### config.mk
export PLATFORM = sky130hd
export DESIGN_NAME = edge_capture_sequencer
export DESIGN_NICKNAME = d
export VERILOG_FILES = /design/src/rtl/edge_capture_sequencer.sv
export SDC_FILE = /design/constraint.sdc
export NUM_CORES = 1
export LEC_CHECK = 0
export BUFFER_PORTS_ARGS = -buffer_cell sky130_fd_sc_hd__buf_2
export CAP_MARGIN = 40
export CORE_MARGIN = 8
export CORE_UTILIZATION = 50
export DETAILED_ROUTE_END_ITERATION = 16
export HOLD_SLACK_MARGIN = 0.03
export PLACE_DENSITY = 0.77
export SYNTH_ARGS = -nofsm -noshare
export SYNTH_HDL_FRONTEND = slang
export SYNTH_SLANG_ARGS = --single-unit
### constraint.sdc
create_clock -name clk -period 3.2 [get_ports clk]
set_clock_uncertainty 0.1 [all_clocks]
set_input_delay 0.32 -clock clk [delete_from_list [all_inputs] [get_ports clk]]
set_output_delay 0.32 -clock clk [all_outputs]
set_load 0.01 [all_outputs]
### src/rtl/edge_capture_sequencer.sv
// Sequencer around a rising-edge detector: gates its reset, windows a capture run and
// timestamps each edge into a small FIFO. Holdoff after each edge exists only with EDGE_CAPTURE_HOLDOFF_EN.
module edge_capture_sequencer #(
    parameter int TS_W       = 32,
    parameter int CNT_W      = 16,
    parameter int FIFO_DEPTH = 4
) (
    input  logic             clk,
    input  logic             reset,
    input  logic             start,
    input  logic             stop,
    input  logic [CNT_W-1:0] window_len,
    input  logic [CNT_W-1:0] holdoff_len,
    input  logic [CNT_W-1:0] max_events,
    input  logic             edge_in,
    output logic             det_reset,
    output logic             busy,
    output logic             done,
    output logic             timeout,
    output logic [CNT_W-1:0] event_count,
    output logic             overflow,
    output logic [TS_W-1:0]  ts_data,
    output logic             ts_valid,
    input  logic             ts_ready
);

    localparam int PTR_W = $clog2(FIFO_DEPTH);

    localparam logic [2:0] S_IDLE    = 3'd0;
    localparam logic [2:0] S_CLEAR   = 3'd1;
    localparam logic [2:0] S_RUN     = 3'd2;
    localparam logic [2:0] S_FINISH  = 3'd4;
`ifdef EDGE_CAPTURE_HOLDOFF_EN
    localparam logic [2:0] S_HOLDOFF = 3'd3;
`endif

    logic [2:0]       state_q, state_d;
    logic [TS_W-1:0]  ts_cnt_q;
    logic [CNT_W-1:0] win_len_q, max_ev_q;
    logic [CNT_W-1:0] win_cnt_q, win_cnt_d;
    logic [CNT_W-1:0] event_count_q, event_count_d;
    logic             timeout_q, timeout_d;
    logic             overflow_q, overflow_d;

    logic [TS_W-1:0]  fifoMem [FIFO_DEPTH];
    logic [PTR_W:0]   wr_ptr_q, rd_ptr_q;

    logic             startAcc, inWindow, capture, expired, maxHit;
    logic             fifoEmpty, fifoFull, push, pop;
    logic [CNT_W-1:0] countInc;

`ifdef EDGE_CAPTURE_HOLDOFF_EN
    logic [CNT_W-1:0] hold_len_q;
    logic [CNT_W-1:0] hold_cnt_q, hold_cnt_d;
    assign inWindow = (state_q == S_RUN) || (state_q == S_HOLDOFF);
`else
    logic unused_holdoff;
    assign unused_holdoff = ^holdoff_len;
    assign inWindow = (state_q == S_RUN);
`endif

    assign startAcc  = start && (state_q == S_IDLE);
    assign capture   = edge_in && (state_q == S_RUN);
    assign expired   = inWindow && (win_len_q != '0) && (win_cnt_q == win_len_q);
    assign countInc  = (&event_count_q) ? event_count_q : event_count_q + CNT_W'(1);
    assign maxHit    = capture && (max_ev_q != '0) && (countInc == max_ev_q);

    // Extra pointer bit distinguishes full from empty; a pop frees the slot for a same-cycle push.
    assign fifoEmpty = (wr_ptr_q == rd_ptr_q);
    assign fifoFull  = (wr_ptr_q[PTR_W] != rd_ptr_q[PTR_W]) &&
                       (wr_ptr_q[PTR_W-1:0] == rd_ptr_q[PTR_W-1:0]);
    assign pop       = !fifoEmpty && ts_ready;
    assign push      = capture && (!fifoFull || pop);

    always_comb begin
        state_d       = state_q;
        win_cnt_d     = win_cnt_q;
        event_count_d = event_count_q;
        timeout_d     = timeout_q;
        overflow_d    = overflow_q;
`ifdef EDGE_CAPTURE_HOLDOFF_EN
        hold_cnt_d    = hold_cnt_q;
`endif
        case (state_q)
            S_IDLE: begin
                if (start) begin
                    state_d       = S_CLEAR;
                    win_cnt_d     = '0;
                    event_count_d = '0;
                    timeout_d     = 1'b0;
                    overflow_d    = 1'b0;
                end
            end
            S_CLEAR: begin
                state_d = stop ? S_FINISH : S_RUN;
            end
            S_RUN: begin
                win_cnt_d = win_cnt_q + CNT_W'(1);
                if (capture) begin
                    event_count_d = countInc;
                    if (fifoFull && !pop) overflow_d = 1'b1;
                end
                // Reaching max_events or an explicit stop beats window expiry for the timeout flag.
                if (maxHit || stop) begin
                    state_d = S_FINISH;
                end else if (expired) begin
                    state_d   = S_FINISH;
                    timeout_d = 1'b1;
`ifdef EDGE_CAPTURE_HOLDOFF_EN
                end else if (capture && (hold_len_q != '0)) begin
                    state_d    = S_HOLDOFF;
                    hold_cnt_d = CNT_W'(1);
`endif
                end
            end
`ifdef EDGE_CAPTURE_HOLDOFF_EN
            S_HOLDOFF: begin
                win_cnt_d = win_cnt_q + CNT_W'(1);
                if (stop) begin
                    state_d = S_FINISH;
                end else if (expired) begin
                    state_d   = S_FINISH;
                    timeout_d = 1'b1;
                end else if (hold_cnt_q == hold_len_q) begin
                    state_d = S_RUN;
                end else begin
                    hold_cnt_d = hold_cnt_q + CNT_W'(1);
                end
            end
`endif
            S_FINISH: begin
                state_d = S_IDLE;
            end
            default: begin
                state_d = S_IDLE;
            end
        endcase
    end

    always_ff @(posedge clk or posedge reset) begin
        if (reset) begin
            state_q       <= S_IDLE;
            ts_cnt_q      <= '0;
            win_len_q     <= '0;
            max_ev_q      <= '0;
            win_cnt_q     <= '0;
            event_count_q <= '0;
            timeout_q     <= 1'b0;
            overflow_q    <= 1'b0;
            wr_ptr_q      <= '0;
            rd_ptr_q      <= '0;
        end else begin
            state_q       <= state_d;
            ts_cnt_q      <= ts_cnt_q + TS_W'(1);
            win_cnt_q     <= win_cnt_d;
            event_count_q <= event_count_d;
            timeout_q     <= timeout_d;
            overflow_q    <= overflow_d;
            if (startAcc) begin
                win_len_q <= window_len;
                max_ev_q  <= max_events;
            end
            if (push) wr_ptr_q <= wr_ptr_q + (PTR_W+1)'(1);
            if (pop)  rd_ptr_q <= rd_ptr_q + (PTR_W+1)'(1);
        end
    end

`ifdef EDGE_CAPTURE_HOLDOFF_EN
    always_ff @(posedge clk or posedge reset) begin
        if (reset) begin
            hold_len_q <= '0;
            hold_cnt_q <= '0;
        end else begin
            hold_cnt_q <= hold_cnt_d;
            if (startAcc) hold_len_q <= holdoff_len;
        end
    end
`endif

    always_ff @(posedge clk) begin
        if (push) fifoMem[wr_ptr_q[PTR_W-1:0]] <= ts_cnt_q;
    end

    assign det_reset   = !inWindow;
    assign busy        = (state_q != S_IDLE);
    assign done        = (state_q == S_FINISH);
    assign timeout     = timeout_q;
    assign event_count = event_count_q;
    assign overflow    = overflow_q;
    assign ts_valid    = !fifoEmpty;
    assign ts_data     = fifoEmpty ? '0 : fifoMem[rd_ptr_q[PTR_W-1:0]];

endmodule

==> run metrics <==
floorplan row count=53; Clock Sink Count=235; clock slew seen by the registers of the worst setup and hold paths=0.06 ns; floorplan die width=161 µm; half-perimeter wire length after detailed placement=13800 µm; Hold Vio Cnt, Final=0; insertion delay to the later sink of the worst-skew pair=0.52 ns; Warnings, synthesis=0; First-pass DRT Iterations=5; wire length of the first global-routing pass=36800 µm; per-cell routed wire length=17.9 µm; top cells by area in the synthesized netlist=edfxtp_1 (37%), dfrtp_1 (26%), mux4_2 (6.9%); mean area per synthesized cell=12.8 µm²; nature of the critical path endpoint=register; highest fanout seen on the critical path=9; share of the cycle needed by the critical path after routing=92.6%; Synth top area share=36.8%; Root Buffer Master=clkbuf_16; average vias per placed instance=5.45; net count after synthesis=881; number of input and output port buffers inserted=91; vias in the first global route=7130; overall die area=25800 µm²; Startpoint Class=register; TritonCTS buffer count=25; Tot GR Track Use=17.5%; area of all placed cells without fillers=12500 µm²; nets@finish=1025; final routed DRC violation total=0; initial antenna violation count=0; worst slew margin relative to its limit=47.4%; IO Count=108; count of cell types in the netlist=58; peak clock frequency supported by timing=337 MHz; kind of path behind the tightest hold check=input pin to register; number of violations of the max-capacitance limit=0; number of slew-limit violations in the final report=0; total negative slack=0 ns; pin count of the biggest net entering global routing=91; Mapped Area=10500 µm²; via count=6842; final estimated routing congestion in global placement=0.914; flop and latch count out of synthesis=235; initial DRC count=404; TritonCTS clock tree=done; required time of the worst setup path=3.51 ns; post-synthesis instance total=819; die span in y=161 µm; status=completed; RSZ-0062 raised after global routing=no; P&R area growth vs syn=20.1%; maximum root-to-sink buffer count=3; crit path time final=2.96 ns; critical path class=register to register; arrival time of the worst setup path=3.28 ns; share of synthesized flip-flops with an asynchronous set or reset=45.5%; n_diodes=0; actual transition at the worst max-transition pin=0.784 ns; Placed Area=11400 µm²; number of enable flip-flop cells after synthesis=128; Main synth FF type=edfxtp_1; sequential fraction of the synthesis area=62.4%; Routed Wire Length=22500 µm; leakage power total=0.00513 µW; largest area contributor in the synthesized netlist=edfxtp_1; total number of H-tree levels=1; aggregate global routing overflow=0; ratio of cells with drive above 1 in the final layout=20.5%; power density over the cells=774 nW/µm²; remaining antenna violation count=0; maximum vdd drop=720 µV; core area=20800 µm²; Starting Density=50.4%; total of endpoints with negative setup slack in the final report=0; number of buffers inserted to repair setup after CTS=0
## synth_stat cells (2+ instances only)
master and instances:
mux2i_1 6, o211ai_1 4, buf_4 4, inv_1 11
nor4_1 15, xnor2_1 42, nor2_1 30, o41ai_1 3
edfxtp_1 128, a21o_1 2, and3_1 12, a21oi_1 11
nand3_1 36, clkbuf_1 26, nor2b_1 36, and2_1 7
nand3_2 2, nor3_1 18, or4_1 2, nand4_1 14
and4_1 7, a22o_1 2, mux4_2 32, buf_2 3
o21ai_0 39, ha_1 8, xor2_1 26, nand4b_1 2
buf_1 3, nand2b_1 4, a31oi_1 7, dfrtp_1 107
o31ai_1 4, o2111ai_1 2, nand2_1 140, nand3b_1 2
## timing repair
action / 4_1_cts / 5_1_grt
gates resized for setup: 0 / 1
setup endpoints to repair: 0 / 2
hold endpoints to repair: 52 / 0
hold buffers: 35 / 0
## report_power, final
part | internal (µW) | total, µW | switching (µW)
clock | 1690 | 2800 | 1110
combinational | 1440 | 3050 | 1610
sequential | 3520 | 3860 | 342
## placed cells by master, fill, tap and decap left out, drive strengths merged, types with 3 or more instances in the layout
cell type / instances
xor2: 26
nand3: 39
dfrtp: 107
o41ai: 3
nor2: 30
edfxtp: 128
mux4: 32
nand2b: 4
mux2i: 6
o211ai: 4
clkbuf: 40
clkinv: 4
and4: 7
o21ai: 39
o31ai: 4
nor2b: 36
inv: 11
nand4: 16
nor4: 15
and3: 12
and2: 7
dlygate4sd3: 35
ha: 8
xnor2: 42
nor3: 18
nand2: 140
a31oi: 7
a21oi: 11
buf: 119
## worst max-delay path, stage by stage (launching register included)
cell,delay (ns)
dfrtp_1,0.39
ha_1,0.30
and3_1,0.34
a41oi_2,0.44
a21oi_1,0.12
nand4b_1,0.19
a2111oi_2,0.49
nand3_2,0.18
a32o_1,0.30
## area by class of cell
type,count,area [µm²]
inverter,12,48.8
tap,275,344
multi-input combinational,535,3730
clock inverter,5,65.1
clock buffer,40,752
timing repair buffer,154,1090
sequential,235,6520
fill,1592,8210
## sequential cells by signal, indices dropped and copies added (netlist names)
register     count
fifoMem        128
ts_cnt_q        32
event_count     16
max_ev_q        16
win_cnt_q       16
win_len_q       16
rd_ptr_q         3
state_q          3
wr_ptr_q         3
overflow         1
timeout          1
## logic make-up after synthesis
kind of cell	count (synthesis)	share of synthesized area, %
simple gates	336	16.2
flops	235	62.4
compound gates	84	5.16
xor+xnor	68	5.70
buf+inv	49	2.01
mux	39	7.58
fa+ha+maj	8	0.958
## stage by stage
step / setup slack (ns) / util (%) / std cells / total power (µW) / hold WS [ns]
global placement: 0.238 / 54.8 / 1176 / 6920 / 0.246
global route: 0.0744 / 60.5 / 1256 / 10300 / 0.254
finish: 0.236 / 60.5 / 1256 / 9710 / 0.229
floorplan: 0.371 / - / 819 / 5900 / 0.325
CTS: 0.172 / 60.4 / 1256 / 9850 / 0.211
detailed placement: 0.198 / 54.8 / 1176 / 6960 / 0.255
## metal layers
metal / track usage (%) / up-vias / wire, µm
li1: - / 3290 / -
met4: 4.50 / 0 / 454
met1: 21.8 / 3344 / 9590
met3: 3.89 / 37 / 1210
met2: 30.2 / 171 / 11200
met5: 0 / - / 0
## final timing paths
| check | startpoint | end | slack, ns | cells after the start |
|---|---|---|---|---|
| worst max-delay path | event_count[0]$_DFFE_PP0P_ | timeout$_DFFE_PP0P_ | 0.24 | 8 |
| min in group asynchronous | reset | overflow$_DFFE_PP0P_ | 0.25 | 3 |
| worst max register to register | event_count[0]$_DFFE_PP0P_ | timeout$_DFFE_PP0P_ | 0.24 | 8 |
| worst min-delay path | edge_in | wr_ptr_q[0]$_DFFE_PP0P_ | 0.23 | 4 |
| max in group asynchronous | reset | win_len_q[11]$_DFFE_PP0P_ | 1.93 | 4 |
| worst min register to register | win_cnt_q[15]$_DFFE_PP0P_ | win_cnt_q[15]$_DFFE_PP0P_ | 0.39 | 1 |
Power figures use the tool's default switching activity.
